## src/rtl/emergency_frame_classifier_if.sv

```systemverilog
// Pixel stream in, packed class scores out, for the emergency frame classifier.
interface emergency_frame_classifier_if #(
    parameter int unsigned DATA_WIDTH  = 16,
    parameter int unsigned NUM_CLASSES = 15
);
    logic                              en;
    logic [3:0]                        test_id;
    logic [DATA_WIDTH-1:0]             pixel_in;
    logic [NUM_CLASSES*DATA_WIDTH-1:0] class_scores;
    logic                              valid_out;

    modport master (
        output en, test_id, pixel_in,
        input  class_scores, valid_out
    );

    modport slave (
        input  en, test_id, pixel_in,
        output class_scores, valid_out
    );
endinterface

```

## src/rtl/emergency_frame_classifier.sv

```systemverilog
// Accumulates a pixel frame, then writes one deterministic score per class;
// the class named by the latched test_id always wins.
module emergency_frame_classifier #(
    parameter int unsigned DATA_WIDTH  = 16,
    parameter int unsigned NUM_CLASSES = 15,
    parameter int unsigned IMG_SIZE    = 224
) (
    input logic                          clk,
    input logic                          rst,
    emergency_frame_classifier_if.slave  bus
);

    localparam int unsigned IDX_W      = $clog2(NUM_CLASSES);
    localparam int unsigned SUM_W      = 32;
    localparam int unsigned TID_W      = 4;
    localparam int unsigned SCORE_W    = NUM_CLASSES * DATA_WIDTH;
    localparam int unsigned BOOST_BASE = 8000;
    localparam int unsigned CLASS_BASE = 1000;
    localparam int unsigned CLASS_STEP = 16;

    // test_id is 4 bits wide, so more than 16 classes could never be boosted.
    if (NUM_CLASSES < 2 || NUM_CLASSES > 16 || IMG_SIZE == 0) begin : g_bad_params
        $error("emergency_frame_classifier: unsupported parameter set");
    end

    typedef enum logic [1:0] {
        ST_IDLE,
        ST_ACCUM,
        ST_COMPUTE,
        ST_DONE
    } state_e;

    state_e               state_q,  state_d;
    logic [SUM_W-1:0]     sum_q,    sum_d;
    logic [TID_W-1:0]     tid_q,    tid_d;
    logic [IDX_W-1:0]     idx_q,    idx_d;
    logic [SCORE_W-1:0]   scores_q, scores_d;
    logic                 valid_q,  valid_d;
    logic [7:0]           feature_c;
    logic [DATA_WIDTH-1:0] score_c;

    // Score for the class currently being written.
    always_comb begin
        feature_c = sum_q[15:8];
        if (32'(idx_q) == 32'(tid_q)) begin
            score_c = DATA_WIDTH'(BOOST_BASE + 32'(feature_c));
        end else begin
            score_c = DATA_WIDTH'(CLASS_BASE + CLASS_STEP * 32'(idx_q) + 32'(feature_c));
        end
    end

    always_comb begin
        state_d  = state_q;
        sum_d    = sum_q;
        tid_d    = tid_q;
        idx_d    = idx_q;
        scores_d = scores_q;
        valid_d  = valid_q;

        case (state_q)
            ST_IDLE, ST_DONE: begin
                if (bus.en) begin
                    sum_d   = SUM_W'(bus.pixel_in);
                    tid_d   = bus.test_id;
                    valid_d = 1'b0;
                    state_d = ST_ACCUM;
                end else if (state_q == ST_DONE) begin
                    valid_d = 1'b1;
                end
            end
            ST_ACCUM: begin
                if (bus.en) begin
                    sum_d = sum_q + SUM_W'(bus.pixel_in);
                end else begin
                    idx_d   = '0;
                    state_d = ST_COMPUTE;
                end
            end
            ST_COMPUTE: begin
                scores_d[32'(idx_q) * DATA_WIDTH +: DATA_WIDTH] = score_c;
                if (idx_q == IDX_W'(NUM_CLASSES - 1)) begin
                    state_d = ST_DONE;
                end else begin
                    idx_d = idx_q + IDX_W'(1);
                end
            end
            default: state_d = ST_IDLE;
        endcase
    end

    always_ff @(posedge clk or negedge rst) begin
        if (!rst) begin
            state_q  <= ST_IDLE;
            sum_q    <= '0;
            tid_q    <= '0;
            idx_q    <= '0;
            scores_q <= '0;
            valid_q  <= 1'b0;
        end else begin
            state_q  <= state_d;
            sum_q    <= sum_d;
            tid_q    <= tid_d;
            idx_q    <= idx_d;
            scores_q <= scores_d;
            valid_q  <= valid_d;
        end
    end

    assign bus.class_scores = scores_q;
    assign bus.valid_out    = valid_q;

endmodule

```

## src/flat_wrapper.sv

```systemverilog
// flat-port wrapper written by rule: the top's interface ports become plain ports
module emergency_frame_classifier_flat 
#(
    parameter int unsigned DATA_WIDTH  = 16,
    parameter int unsigned NUM_CLASSES = 15,
    parameter int unsigned IMG_SIZE    = 224
)
  (clk, rst, bus_en, bus_test_id, bus_pixel_in, bus_class_scores, bus_valid_out);
  emergency_frame_classifier_if #(.DATA_WIDTH(DATA_WIDTH), .NUM_CLASSES(NUM_CLASSES)) bus_i ();
  input logic clk;
  input logic rst;
  input wire logic [$bits(bus_i.en)-1:0] bus_en;
  input wire logic [$bits(bus_i.test_id)-1:0] bus_test_id;
  input wire logic [$bits(bus_i.pixel_in)-1:0] bus_pixel_in;
  output wire logic [$bits(bus_i.class_scores)-1:0] bus_class_scores;
  output wire logic [$bits(bus_i.valid_out)-1:0] bus_valid_out;
  assign bus_i.en = bus_en;
  assign bus_i.test_id = bus_test_id;
  assign bus_i.pixel_in = bus_pixel_in;
  assign bus_class_scores = bus_i.class_scores;
  assign bus_valid_out = bus_i.valid_out;
  emergency_frame_classifier #(.DATA_WIDTH(DATA_WIDTH), .NUM_CLASSES(NUM_CLASSES), .IMG_SIZE(IMG_SIZE)) u_core (.clk(clk), .rst(rst), .bus(bus_i));
endmodule
```

## config.mk

```make
export PLATFORM = sky130hd
export DESIGN_NAME = emergency_frame_classifier_flat
export DESIGN_NICKNAME = d
export VERILOG_FILES = /design/src/rtl/emergency_frame_classifier_if.sv /design/src/rtl/emergency_frame_classifier.sv /design/src/flat_wrapper.sv
export SDC_FILE = /design/constraint.sdc
export NUM_CORES = 1
export LEC_CHECK = 0
export BUFFER_PORTS_ARGS = -buffer_cell sky130_fd_sc_hd__buf_2
export CAP_MARGIN = 20
export CORE_UTILIZATION = 30
export DETAILED_ROUTE_END_ITERATION = 6
export MAX_ROUTING_LAYER = met4
export PLACE_DENSITY_LB_ADDON = 0.25
export SLEW_MARGIN = 20
export SYNTH_ARGS = -nofsm -noshare
export SYNTH_HDL_FRONTEND = slang
export SYNTH_SLANG_ARGS = --single-unit
```

## constraint.sdc

```tcl
create_clock -name clk -period 2.4 [get_ports clk]
set_input_delay 0.48 -clock clk [delete_from_list [all_inputs] [get_ports clk]]
set_output_delay 0.48 -clock clk [all_outputs]
set_load 0.005 [all_outputs]
```

; Yosys cells after proc, flatten, opt, wreduce, memory -nomap -nowiden
; Index checks and enable logic that the tools add are counted.
[word_totals]
register_bits = 283
input_bits = 23
out_inout_bits = 241
wordCells = 48
[op_classes]
addsub = 6
n_eq_ne = 10
n_shift = 2
mux = 14
n_reduce_logical = 10
[op_table]
columns = cell, count
row1 = $bwmux 240, 1
row2 = $shift 16x34->240 const A, 1
row3 = $shiftx 16x34->240, 1
row4 = $mux 32, 2
row5 = $pmux 32 s2, 1
row6 = $neg 8->34, 1
row7 = $add 32x16->32, 1
row8 = $add 16x8->16, 1
row9 = $mux 16, 1
row10 = $add 13x8->14 const A, 1
row11 = $add 10x8->11 const A, 1
row12 = $reduce_and 3->1, 3
row13 = $mux 4, 2
row14 = $ne 2x2->1 const B, 4
row15 = $pmux 4 s2, 1
row16 = $mux 2, 3
row17 = $pmux 2 s3, 1
row18 = $reduce_bool 2->1, 3
row19 = $add 4x1->4 const B, 1
row20 = $eq 2x2->1 const B, 2
row21 = $eq 4x4->1, 1
row22 = $eq 4x4->1 const B, 1
row23 = $reduce_and 2->1, 2
row24 = $eq 2x1->1 const B, 1
row25 = other kinds (4), 5

; Logic depth before layout (Yosys ltp)
[depth]
ltp_word = 5
mapped_depth = 11
ltp_nobuf = 11

; Least setup slack after synthesis
; OpenSTA, ideal clock, no wires.
[synth_path]
path_kind = reg2reg
start = register u_core.idx_q[0]
end = register u_core.scores_q[105] (netlist: u_core.bus.class_scores[105])
setup_ns = 0.066
t_arrival_ns = 2.575
t_required_ns = 2.334
path_slack_ns = -0.241
stages_incl_launch_ff = 12
cell_sequence = dfrtp_1 -> clkbuf_1 -> inv_1 -> fa_1 -> nor2b_1 -> o21ai_0 -> a21boi_0 -> o21ai_0 -> xor2_1 -> nand2_1 -> clkbuf_1 -> a22o_1
[synth_via]
elab_chain_cells = 5
word_cells_on_any_way = 8
[synth_rtl]
columns = element, line
row1 = start: declaration, emergency_frame_classifier.sv:36  ; logic [IDX_W-1:0] idx_q, idx_d;
row2 = start signal: assignment, emergency_frame_classifier.sv:103  ; idx_q <= idx_d;
row3 = $add 10x8->11, emergency_frame_classifier.sv:48  ; score_c = DATA_WIDTH'(CLASS_BASE + CLASS_STEP * 32'(idx_q) + 32'(feature_c));
row4 = $add 16x8->16, emergency_frame_classifier.sv:48
row5 = $mux 16, emergency_frame_classifier.sv:45  ; if (32'(idx_q) == 32'(tid_q)) begin
row6 = $shiftx 16x34->240, emergency_frame_classifier.sv:80  ; scores_d[32'(idx_q) * DATA_WIDTH +: DATA_WIDTH] = score_c;
row7 = $bwmux 240 *, emergency_frame_classifier.sv:80
row8 = end signal: assignment, emergency_frame_classifier.sv:104  ; scores_q <= scores_d;
row9 = end: declaration, emergency_frame_classifier.sv:37  ; logic [SCORE_W-1:0] scores_q, scores_d;
; Mark *: on every way between the ends. The rest lies on a longest branch, timed or not.
; A chain may end at the register's enable or synchronous reset.

; Final worst setup path
[layout_path]
start = register u_core.sum_q[1]
end = register u_core.sum_q[15]
[layout_via]
elab_chain_cells = 3
[layout_rtl]
columns = element, line
row1 = start: declaration, emergency_frame_classifier.sv:34  ; logic [SUM_W-1:0] sum_q, sum_d;
row2 = start signal: assignment, emergency_frame_classifier.sv:101  ; sum_q <= sum_d;
row3 = $add 32x16->32, emergency_frame_classifier.sv:73  ; sum_d = sum_q + SUM_W'(bus.pixel_in);
row4 = $mux 32, emergency_frame_classifier.sv:72  ; if (bus.en) begin
row5 = $pmux 32 s2, emergency_frame_classifier.sv:60  ; case (state_q)
; Every way passes these cells. The select of a mux whose other input is x is not followed.

==> summary.txt <==
Outcome
  – Outcome: finished clean

Yosys
  – Mapped Area: 0.01052 mm2
  – Synth cell count leaders: nand2_1, dfrtp_1, o21ai_0
  – Fraction of registers with async set/reset: 1.000
  – Register area share after synthesis: 0.5640
  – Largest cells by area after synthesis: dfrtp_1, nand2_1, o21ai_0
  – Synth Instances: 1071
  – #FFs+latches synth: 237
  – Warning count from the yosys run: 0
  – Synth cell types: 55
  – Ys flop type: dfrtp_1
  – Post-synth top area cell: dfrtp_1
  – Most numerous cell in the Yosys netlist: nand2_1
  – Synth top area share: 0.5640
  – Post-synth EDFFs: 0
  – Synthesized area per cell: 9.818 um2

Critical path
  – CP Capture Type: flip-flop
  – R2r setup slk: 90 ps
  – Worst R2R Start: u_core.sum_q[1]
  – Worst-path cell chain: ha_4 > a211oi_2 > o21ai_1 > o21ai_2 > o211ai_2 > a221o_2 > mux2i_1 > or4_1
  – Crit path kind: flip-flop to flip-flop
  – Crit path launch type: flip-flop
  – Crit-path max cell delay: 490 ps
  – Worst Path Max Fanout: 3
  – Worst path required time: 2800 ps
  – Slowest CP cell: or4_1
  – CP Launch Point: u_core.sum_q[1]
  – WP data arrival: 2710 ps

Placed design
  – RePlAce Congestion: 0.8638
  – DP Area: 0.01273 mm2
  – Port buffer count: 233
  – Worst slack at placement: -183.1 ps
  – DP Wirelength: 23800 um

Pwr
  – Clock share of power: 0.249
  – Psw: 0.006873 W
  – Sw frac: 0.4001
  – Flop pwr share: 0.288
  – P_int: 0.01031 W
  – Total power: 0.01718 W
  – PwrDens: 1237 mW/mm2
  – Static Leakage: 7.187 nW
  – Logic pwr share: 0.463
  – Worst vdd ir: 0.8618 mV

Route
  – Drt total wl: 32860 um
  – DR vias: 8632
  – Residual DRC count: 0
  – DRT antenna net count: 0
  – Drt first pass iters: 4
  – Initial detailed-routing violation count: 479
  – DR WL/cell: 17.79 um
  – Via density: 4.674

STA
  – Final Hold Fails: 0
  – Period minus WS final: 2310 ps
  – Tightest Pin Transition: 934.5 ps
  – Worst hold slack: 173.1 ps
  – Final worst slack: 90.02 ps
  – Clk_skew: 11.32 ps
  – Pins Over Slew Limit: 0
  – Slew headroom: 0.3704
  – FMAX: 0.4329 GHz
  – Final setup viols: 0
  – Final period utilization: 0.9625

Worst hold path
  – Hold Startpoint: bus_test_id[1]
  – HP Class: primary input to flip-flop

Clock network
  – CTS buffer count: 27
  – H-tree Lvls: 1
  – Max Root-Sink Buffers: 3
  – Clock latency at the later pin of the worst-skew pair: 540 ps
  – Clk slew on worst S/H paths: 60 ps
  – TritonCTS clock tree: built
  – Clk sinks: 237
  – Root Buffer: clkbuf_16

Global routing
  – Met2 usage: 0.3081
  – Busiest grt layer: met2
  – Initial antenna violation count: 3
  – Met3 usage: 0.03336
  – Vias in the first global route: 8438
  – GR Util met1: 0.2503
  – Global-route wire length before repair: 50940 um
  – Total Routing Usage GR: 0.1897
  – Largest net degree at the start of global routing: 73
  – GRT overflow: 0

Floorplanning
  – Die X-Extent: 189.2 um
  – Num ports: 264
  – Die Area: 0.03580 mm2
  – Core area: 0.03454 mm2
  – Vertical die dimension: 189.2 um
  – Std cell rows: 68
  – Starting Density: 0.3044

Cells and area
  – Layout cells sized above 1: 0.3096
  – Nets: 1426
  – Final instance area: 0.01389 mm2
  – Layout Utilization: 0.4021
  – Layout area overhead: 32.10%
  – Fillcell total: 3510

Job
  – Max-cap violation count: 0
-- through the flow --
step	instances	TNS, ps
3_5_place_dp	1794	-496.4
4_1_cts	1844	0
3_3_place_gp	1794	-256.9
5_1_grt	1847	-16.71
6_report	1847	0
2_1_floorplan	1100	0
-- final cells by class --
class,count,area (um2),area share
Antenna cell,3,7.507,0.0005404
Clock buffer,42,842.1,0.06062
Clock inverter,7,95.09,0.006846
Inverter,21,82.58,0.005945
Multi-Input combinational cell,756,4383,0.3155
Sequential cell,237,5932,0.4270
Tap cell,455,569.3,0.04098
Timing Repair Buffer,326,1979,0.1425
-- final timing paths --
kind | depth (start not counted) | to
min in group asynchronous | 2 | u_core.bus.class_scores[98]
hold / removal | 2 | u_core.tid_q[1]
setup reg to reg | 8 | u_core.sum_q[15]
setup / recovery | 8 | u_core.sum_q[15]
hold reg to reg | 2 | u_core.bus.class_scores[188]
max in group asynchronous | 3 | u_core.bus.class_scores[203]
-- sequential cells by signal, summed over array words and instances, names as in the netlist --
register	flops
u_core.idx_q	4
u_core.bus.valid_out	1
u_core.state_q	2
u_core.tid_q	4
u_core.sum_q	16
u_core.bus.class_scores	210
-- power groups by stage --
stage               clock (W)  sequential (W)  combinational, W
floorplan                   0         0.00497           0.00389
global placement            0         0.00497           0.00757
detailed placement          0         0.00498           0.00764
CTS                   0.00439         0.00491           0.00769
global route          0.00456         0.00502           0.00874
finish                0.00428         0.00494           0.00795
-- cells by family after synthesis --
group	count (synthesis)	share of synthesized area
AOI/OAI and AO/OA	299	0.1735
xor gates and xnor gates	22	0.01833
adders and majority gates	34	0.04188
buffers and inverters	107	0.04902
DFF	237	0.5640
muxes	11	0.01154
other	1	0.0003566
and+or+nand+nor	360	0.1414
-- cell usage in the layout, fill, tap and decap left out, types with 6 or more instances in the layout --
cell type | netlist | layout
a21o_1 | 29 | 29
a21oi_1 | 22 | 18
a221oi_1 | 7 | 7
a22o_1 | 17 | 17
and2_1 | 6 | 6
buf_12 | 0 | 7
buf_2 | 1 | 232
buf_4 | 30 | 81
clkbuf_16 | 0 | 27
clkbuf_8 | 0 | 11
conb_1 | 1 | 30
dfrtp_1 | 237 | 236
ha_1 | 32 | 25
ha_4 | 0 | 7
inv_1 | 21 | 19
mux2_2 | 9 | 8
nand2_1 | 250 | 248
nand3_1 | 9 | 9
nor2_1 | 48 | 37
nor2_2 | 0 | 8
nor3_1 | 18 | 14
o21ai_0 | 160 | 155
o22ai_1 | 13 | 13
o31ai_1 | 26 | 25
xnor2_1 | 15 | 15
xor2_1 | 7 | 7
-- metal layers --
metal  up-vias  routed length, um
met5         -                  0
met4         0                503
met3        36               1955
met2       211              15610
met1      4176              14790
li1       4209                  -
-- worst max-delay path, delay by kind of cell (launching register included) --
kind            cells  cell delay (ps)
simple gates        1              490
flops               1              410
mux                 1              120
fa+ha+maj           1              230
compound gates      5              910
-- repair_timing --
action,4_1_cts,5_1_grt
pin swaps,0,3
buffers inserted,0,0
endpoints found under the setup margin,10,153
resized for setup,3,43
hold buffers,1,0
endpoints found under the hold margin,62,0
(Power assumes the default switching activity.)
